### src/rtl/game_event_ctrl.sv
// -----------------------------------------------------------------------------
// game_event_ctrl
//   Folds the per-pixel event flags from the pixel priority mux into per-frame
//   events. Runs the crash/recover FSM, keeps a saturating score and issues a
//   req/ack sound request to the audio block.
//
//   Optional build macro: OFFROAD_DEBOUNCE_EN. When it is defined, a crash
//   requires offroad on two consecutive evaluated frames.
//
// Ports
//   clk           in   1        system clock
//   resetN        in   1        asynchronous active-low reset
//   startOfFrame  in   1        1-cycle pulse at start of each frame
//   game_states   in   5        [0]=bonus overlap, [1]=offroad, [4:2] unused
//   game_restart  in   1        synchronous clear of everything
//   sound_ack     in   1        audio block accepted the current request
//   score         out  SCORE_W  accumulated score, saturating
//   bonus_pulse   out  1        1-cycle pulse per awarded bonus
//   crash_active  out  1        high while in CRASH
//   blink         out  1        high in RECOVER on odd frames
//   sound_req     out  1        sound request, held until acked
//   sound_id      out  2        0=none, 1=bonus, 2=crash
// -----------------------------------------------------------------------------
module game_event_ctrl #(
  parameter int unsigned SCORE_W        = 16,
  parameter int unsigned BONUS_POINTS   = 100,
  parameter int unsigned CRASH_FRAMES   = 45,
  parameter int unsigned RECOVER_FRAMES = 60
) (
  input  logic               clk,
  input  logic               resetN,
  input  logic               startOfFrame,
  input  logic [4:0]         game_states,
  input  logic               game_restart,
  input  logic               sound_ack,
  output logic [SCORE_W-1:0] score,
  output logic               bonus_pulse,
  output logic               crash_active,
  output logic               blink,
  output logic               sound_req,
  output logic [1:0]         sound_id
);

  localparam int unsigned MAX_FRAMES = (CRASH_FRAMES > RECOVER_FRAMES) ? CRASH_FRAMES : RECOVER_FRAMES;
  localparam int unsigned CNT_W      = (MAX_FRAMES > 1) ? $clog2(MAX_FRAMES) : 1;
  localparam int unsigned SUM_W      = SCORE_W + 32;

  localparam logic [SCORE_W-1:0] SCORE_MAX    = '1;
  localparam logic [CNT_W-1:0]   CRASH_LAST   = CNT_W'(CRASH_FRAMES - 1);
  localparam logic [CNT_W-1:0]   RECOVER_LAST = CNT_W'(RECOVER_FRAMES - 1);

  localparam logic [1:0] SND_NONE  = 2'd0;
  localparam logic [1:0] SND_BONUS = 2'd1;
  localparam logic [1:0] SND_CRASH = 2'd2;

  typedef enum logic [1:0] {
    ST_IDLE    = 2'd0,
    ST_CRASH   = 2'd1,
    ST_RECOVER = 2'd2
  } state_t;

  // Frame accumulation / event pipeline
  logic bon_acc;
  logic off_acc;
  logic frm_bon;
  logic frm_off;
  logic prev_bon;
  logic sof_d;
  logic evt_valid;
  logic evt_bon;
  logic evt_off;
  logic off_trig;

  // FSM and output state
  state_t             state;
  state_t             state_nxt;
  logic [CNT_W-1:0]   cnt;
  logic [CNT_W-1:0]   cnt_nxt;
  logic               crash_start;
  logic               bonus_award;
  logic [SCORE_W-1:0] score_nxt;
  logic [SUM_W-1:0]   score_sum;
  logic               bonus_pulse_nxt;
  logic               crash_active_nxt;
  logic               blink_nxt;
  logic               sound_req_nxt;
  logic [1:0]         sound_id_nxt;
  logic [1:0]         snd_defer;
  logic [1:0]         snd_defer_nxt;
  logic [1:0]         evt_id;
  logic [1:0]         inc_id;

  // Upper flag bits are owned by other consumers of the mux output.
  logic unused_flags;
  assign unused_flags = ^game_states[4:2];

`ifdef OFFROAD_DEBOUNCE_EN
  // Offroad seen on the previous evaluated frame.
  logic off_hist;
  assign off_trig = frm_off & off_hist;
`else
  assign off_trig = frm_off;
`endif

  // Per-frame accumulation; the SOF-cycle flag belongs to the new frame.
  always_ff @(posedge clk or negedge resetN) begin
    if (!resetN) begin
      bon_acc   <= 1'b0;
      off_acc   <= 1'b0;
      frm_bon   <= 1'b0;
      frm_off   <= 1'b0;
      prev_bon  <= 1'b0;
      sof_d     <= 1'b0;
      evt_valid <= 1'b0;
      evt_bon   <= 1'b0;
      evt_off   <= 1'b0;
`ifdef OFFROAD_DEBOUNCE_EN
      off_hist  <= 1'b0;
`endif
    end else if (game_restart) begin
      bon_acc   <= 1'b0;
      off_acc   <= 1'b0;
      frm_bon   <= 1'b0;
      frm_off   <= 1'b0;
      prev_bon  <= 1'b0;
      sof_d     <= 1'b0;
      evt_valid <= 1'b0;
      evt_bon   <= 1'b0;
      evt_off   <= 1'b0;
`ifdef OFFROAD_DEBOUNCE_EN
      off_hist  <= 1'b0;
`endif
    end else begin
      if (startOfFrame) begin
        frm_bon  <= bon_acc;
        frm_off  <= off_acc;
        prev_bon <= frm_bon;
        bon_acc  <= game_states[0];
        off_acc  <= game_states[1];
      end else begin
        bon_acc  <= bon_acc | game_states[0];
        off_acc  <= off_acc | game_states[1];
      end
      sof_d     <= startOfFrame;
      evt_valid <= sof_d;
      // Evaluate the frame one cycle after SOF; bonus counts on a rising edge only.
      if (sof_d) begin
        evt_bon  <= frm_bon & ~prev_bon;
        evt_off  <= off_trig;
`ifdef OFFROAD_DEBOUNCE_EN
        off_hist <= frm_off;
`endif
      end
    end
  end

  // State and registered outputs
  always_ff @(posedge clk or negedge resetN) begin
    if (!resetN) begin
      state        <= ST_IDLE;
      cnt          <= '0;
      score        <= '0;
      bonus_pulse  <= 1'b0;
      crash_active <= 1'b0;
      blink        <= 1'b0;
      sound_req    <= 1'b0;
      sound_id     <= SND_NONE;
      snd_defer    <= SND_NONE;
    end else if (game_restart) begin
      state        <= ST_IDLE;
      cnt          <= '0;
      score        <= '0;
      bonus_pulse  <= 1'b0;
      crash_active <= 1'b0;
      blink        <= 1'b0;
      sound_req    <= 1'b0;
      sound_id     <= SND_NONE;
      snd_defer    <= SND_NONE;
    end else begin
      state        <= state_nxt;
      cnt          <= cnt_nxt;
      score        <= score_nxt;
      bonus_pulse  <= bonus_pulse_nxt;
      crash_active <= crash_active_nxt;
      blink        <= blink_nxt;
      sound_req    <= sound_req_nxt;
      sound_id     <= sound_id_nxt;
      snd_defer    <= snd_defer_nxt;
    end
  end

  // Next state: transitions only on a frame evaluation.
  always_comb begin
    state_nxt   = state;
    cnt_nxt     = cnt;
    crash_start = 1'b0;
    bonus_award = 1'b0;
    if (evt_valid) begin
      case (state)
        ST_IDLE: begin
          // Crash wins over a bonus in the same frame.
          if (evt_off) begin
            state_nxt   = ST_CRASH;
            cnt_nxt     = '0;
            crash_start = 1'b1;
          end else begin
            bonus_award = evt_bon;
          end
        end
        ST_CRASH: begin
          if (cnt == CRASH_LAST) begin
            state_nxt = ST_RECOVER;
            cnt_nxt   = '0;
          end else begin
            cnt_nxt = cnt + CNT_W'(1);
          end
        end
        ST_RECOVER: begin
          bonus_award = evt_bon;
          if (cnt == RECOVER_LAST) begin
            state_nxt = ST_IDLE;
            cnt_nxt   = '0;
          end else begin
            cnt_nxt = cnt + CNT_W'(1);
          end
        end
        default: begin
          state_nxt = ST_IDLE;
          cnt_nxt   = '0;
        end
      endcase
    end
  end

  // Wide sum so the saturation compare never wraps.
  assign score_sum = SUM_W'(score) + SUM_W'(BONUS_POINTS);

  // Output values for the next cycle.
  always_comb begin
    score_nxt        = score;
    bonus_pulse_nxt  = bonus_award;
    crash_active_nxt = (state_nxt == ST_CRASH);
    blink_nxt        = (state_nxt == ST_RECOVER) & cnt_nxt[0];
    sound_req_nxt    = sound_req;
    sound_id_nxt     = sound_id;
    snd_defer_nxt    = SND_NONE;
    evt_id           = SND_NONE;
    inc_id           = SND_NONE;

    if (bonus_award) begin
      score_nxt = (score_sum > SUM_W'(SCORE_MAX)) ? SCORE_MAX : SCORE_W'(score_sum);
    end

    if (crash_start) begin
      evt_id = SND_CRASH;
    end else if (bonus_award) begin
      evt_id = SND_BONUS;
    end

    // Merge a fresh event with one deferred by last cycle's ack; crash dominates.
    if (evt_id == SND_CRASH || snd_defer == SND_CRASH) begin
      inc_id = SND_CRASH;
    end else if (evt_id == SND_BONUS || snd_defer == SND_BONUS) begin
      inc_id = SND_BONUS;
    end

    if (sound_req && sound_ack) begin
      // Ack retires the old request; a coincident event launches next cycle.
      sound_req_nxt = 1'b0;
      sound_id_nxt  = SND_NONE;
      snd_defer_nxt = inc_id;
    end else if (sound_req) begin
      // Pending: crash upgrades the id, a bonus is dropped.
      if (inc_id == SND_CRASH) begin
        sound_id_nxt = SND_CRASH;
      end
    end else if (inc_id != SND_NONE) begin
      sound_req_nxt = 1'b1;
      sound_id_nxt  = inc_id;
    end
  end

endmodule

### config.mk
export PLATFORM = sky130hd
export DESIGN_NAME = game_event_ctrl
export DESIGN_NICKNAME = d
export VERILOG_FILES = /design/src/rtl/game_event_ctrl.sv
export SDC_FILE = /design/constraint.sdc
export NUM_CORES = 1
export LEC_CHECK = 0
export ABC_CLOCK_PERIOD_IN_PS = 3250
export BUFFER_PORTS_ARGS = -buffer_cell sky130_fd_sc_hd__buf_2
export CORE_ASPECT_RATIO = 2
export CORE_MARGIN = 2
export CORE_UTILIZATION = 40
export DETAILED_ROUTE_END_ITERATION = 10
export SYNTH_ARGS = -nofsm -noshare
export SYNTH_HDL_FRONTEND = slang
export SYNTH_SLANG_ARGS = --single-unit
### constraint.sdc
create_clock -name clk -period 3.25 [get_ports clk]
set_input_delay 0.65 -clock clk [delete_from_list [all_inputs] [get_ports clk]]
set_output_delay 0.65 -clock clk [all_outputs]
set_load 0.01 [all_outputs]
==> results.py <==
metrics = {
    "drt": {
        "drt.antenna.violating_nets": 0,
        "firstDrtPassIters": 4,
        "wl_mm": 4.41,
        "met2_length_mm": 2.04,
        "wl_met1_mm": 2.10,
        "routed-wl-met3_microns": 199,
        "num_vias": 1762,
        "drt_drc_violations_left": 0,
        "vias_per_cell": 5.59,
        "highest_layer": "met4",
        "drtIter0Drc": 46,
        "wl_per_cell_microns": 14.0,
    },
    "placement": {
        "place.gp.congestion": 0.805,
        "port_buffers": 28,
        "hpwl_mm": 2.96,
        "dpl.cell_count": 307,
    },
    "floorplan": {
        "start_util_pct": 40.7,
        "die_height_microns": 108,
        "num_rows": 38,
        "die-area_sq_um": 6060,
        "coreArea_sq_um": 5330,
        "io_pins": 32,
        "dieWidth_microns": 56.0,
    },
    "logic_synthesis": {
        "synthAdderAreaFrac_pct": 2.31,
        "syn_inst": 232,
        "yosys-top-cells-area": "dfrtp_1 (46%), nor2_1 (5.2%), a21oi_1 (3.2%), xor2_1 (2.8%), ha_1 (2.3%)",
        "synthMuxAreaShare_pct": 2.83,
        "avgSynthCellArea_sq_um": 9.34,
        "synth_top_family_by_area": "simple AND/OR/NAND/NOR gates",
        "synth-xor-area-share_pct": 3.64,
        "yosysWarningCount": 0,
        "synth_top_cell_area_share_pct": 46.2,
        "yosys.area.top_type": "dfrtp_1",
        "synth_ff_type": "dfrtp_1",
        "synth.distinct_cells": 50,
        "ys_ff_latch": 40,
        "ys_seq_area_share_pct": 46.2,
        "synthesis.area_sq_um": 2170,
        "synth-simple-area-share_pct": 21.1,
        "syn_nets": 246,
        "synth_edf_count": 0,
        "synth_compound_area_share_pct": 19.1,
        "ys_async_sr_fraction_pct": 100,
    },
    "sta": {
        "fin_worst_skew_ns": 0.00715,
        "rsz0062_at_grt": "false",
        "tightest_slew_ns": 0.883,
        "setup_violations": 0,
        "maxSlewHeadroom_pct": 41.1,
        "slew_violations": 0,
        "fin_crit_ns": 2.66,
        "hold_viol": 0,
        "fmax_mhz": 376,
        "fin_setup_tns_ns": 0,
        "finalCritPeriodShare_pct": 81.9,
    },
    "cells_and_area": {
        "diodes": 0,
        "final_common_cell": "dfrtp_1",
        "area_growth_pct": 11.7,
        "drive_gt1_share_pct": 16.9,
        "nNetsFinal": 268,
        "mostFrequentLayoutCells": "dfrtp_1 (40), nor2_1 (30), buf_2 (28)",
        "fin_cells": 315,
    },
    "critical_path": {
        "worstPathMaxFanout": 9,
        "r2r_end": "score[5]",
        "crit_path_max_incr_delay_ns": 0.52,
        "arrival_ns": 2.86,
        "cp-end-kind": "register",
        "worstPathRequired_ns": 3.45,
        "cpMaxStageDelayCell": "dfrtp_1",
        "startpoint_type": "register",
        "r2r_cells": 8,
        "r2r-start": "score[2]",
        "cp-startpoint": "score[2]",
        "path_cells": "inv_1, ha_1, nor4b_1, nand4_1, a211o_1, a2111oi_4, nor3_2, a311oi_1",
        "critPathKind": "register to register",
        "reg2reg_setup_slack_ns": 0.59,
    },
    "cts": {
        "postCtsSetupBuffers": 0,
        "cts_sinks": 40,
        "hold_buffers": 0,
        "cts_tree": "built",
        "insertion_delay_ns": 0.29,
        "htreeDepth": 2,
        "clk_pin_slew_ns": 0.07,
        "cts_buffers": 5,
        "cts.repair.resized": 0,
        "cts_root_buffer": "clkbuf_8",
        "clockBufferDepth": 2,
    },
    "grt": {
        "grt_pass1_wl_mm": 7.71,
        "overflow": 0,
        "grt_pass1_vias": 1635,
        "antenna_found_initial": 0,
        "grt_max_degree": 41,
        "grt.total_usage_pct": 15.9,
    },
    "power": {
        "pwr-share-seq_pct": 57.0,
        "peakVddDrop_mv": 0.289,
        "intPower_uw": 688,
        "p_comb_share_pct": 4.9,
        "switching_share_pct": 23.3,
        "p_clk_share_pct": 38.1,
        "p_switching_uw": 209,
        "power.density_nw_per_um2": 371,
        "power.leakage_uw": 0.00109,
    },
    "run": {
        "drv_cap": 0,
    },
    "min_path": {
        "hp-class": "input port to async pin",
    },
    "outcome": {
        "outcome": "complete, no violations",
    },
}
## layer usage
| layer | global-route usage [%] | vias to the layer above |
|---|---|---|
| met3 | 3.23 | 5 |
| met2 | 24.9 | 44 |
| met1 | 21.3 | 838 |
| met4 | 6.63 | 0 |
| met5 | 0 | - |
| li1 | - | 875 |
## Yosys cell counts, drive strengths merged, types with 3 or more instances
cell type  number
nand2          10
o21ai          16
a21oi          14
o31ai           3
nand3           9
nor4            3
buf             5
and3            3
ha              4
nor2           30
mux2i           5
dfrtp          40
nand2b          5
nand4           6
inv            11
a31oi           3
a311oi          5
nor3            7
nor2b           6
a21o            3
xor2            7
a221oi          3
clkbuf          9
a211oi          3
## flip-flops by register name (all words and copies together) (netlist names)
register / count
score: 15
cnt: 6
snd_defer: 2
sound_id: 2
state: 2
blink: 1
bon_acc: 1
bonus_pulse: 1
crash_active: 1
evt_bon: 1
evt_off: 1
evt_valid: 1
frm_bon: 1
frm_off: 1
off_acc: 1
prev_bon: 1
sof_d: 1
sound_req: 1
## logic make-up (layout without fill, tap and decap cells)
| kind of cell | after synthesis | in the layout |
|---|---|---|
| buf+inv | 25 | 48 |
| compound gates | 59 | 59 |
| xor+xnor | 9 | 9 |
| mux | 6 | 6 |
| flops | 40 | 40 |
| fa+ha+maj | 4 | 4 |
| simple gates | 89 | 89 |
## area by class of cell
type / instances / area [sq um]
multi-input combinational: 167 / 1060
timing repair buffer: 29 / 148
clock buffer: 6 / 82.6
inverter: 11 / 41.3
fill: 528 / 2910
tap: 60 / 75.1
clock inverter: 2 / 10.0
sequential: 40 / 1000
## worst max-delay path by stage
stage,cells after the start,to
floorplan,7,score[5]
global placement,7,score[6]
detailed placement,8,score[6]
CTS,8,score[5]
global route,8,score[6]
finish,8,score[5]
## worst max-delay path, delay by kind of cell (launching register included)
family	cells	cell delay, ns
AO/OA/AOI/OAI	3	0.97
adder cells (fa/ha/maj)	1	0.32
buffers and inverters	1	0.08
flip-flops	1	0.52
AND/OR/NAND/NOR	3	0.70
## metrics by stage
step	total power (uW)	setup WS, ns	util (%)	area, sq um	hold WS (ns)
global placement	566	0.674	43.7	2330	0.499
detailed placement	566	0.648	43.7	2330	0.503
floorplan	544	0.871	-	2170	0.354
global route	938	0.358	45.4	2420	0.548
finish	897	0.588	45.4	2420	0.472
CTS	909	0.613	45.4	2420	0.509
## power groups by stage
stage	combinational [uW]	sequential [uW]	clock, uW
global route	51.3	513	374
CTS	45.4	511	353
global placement	44.8	521	0
finish	44.3	511	342
floorplan	25.7	519	0
detailed placement	45.2	521	0
No activity file was read; power rests on OpenSTA's default activity.
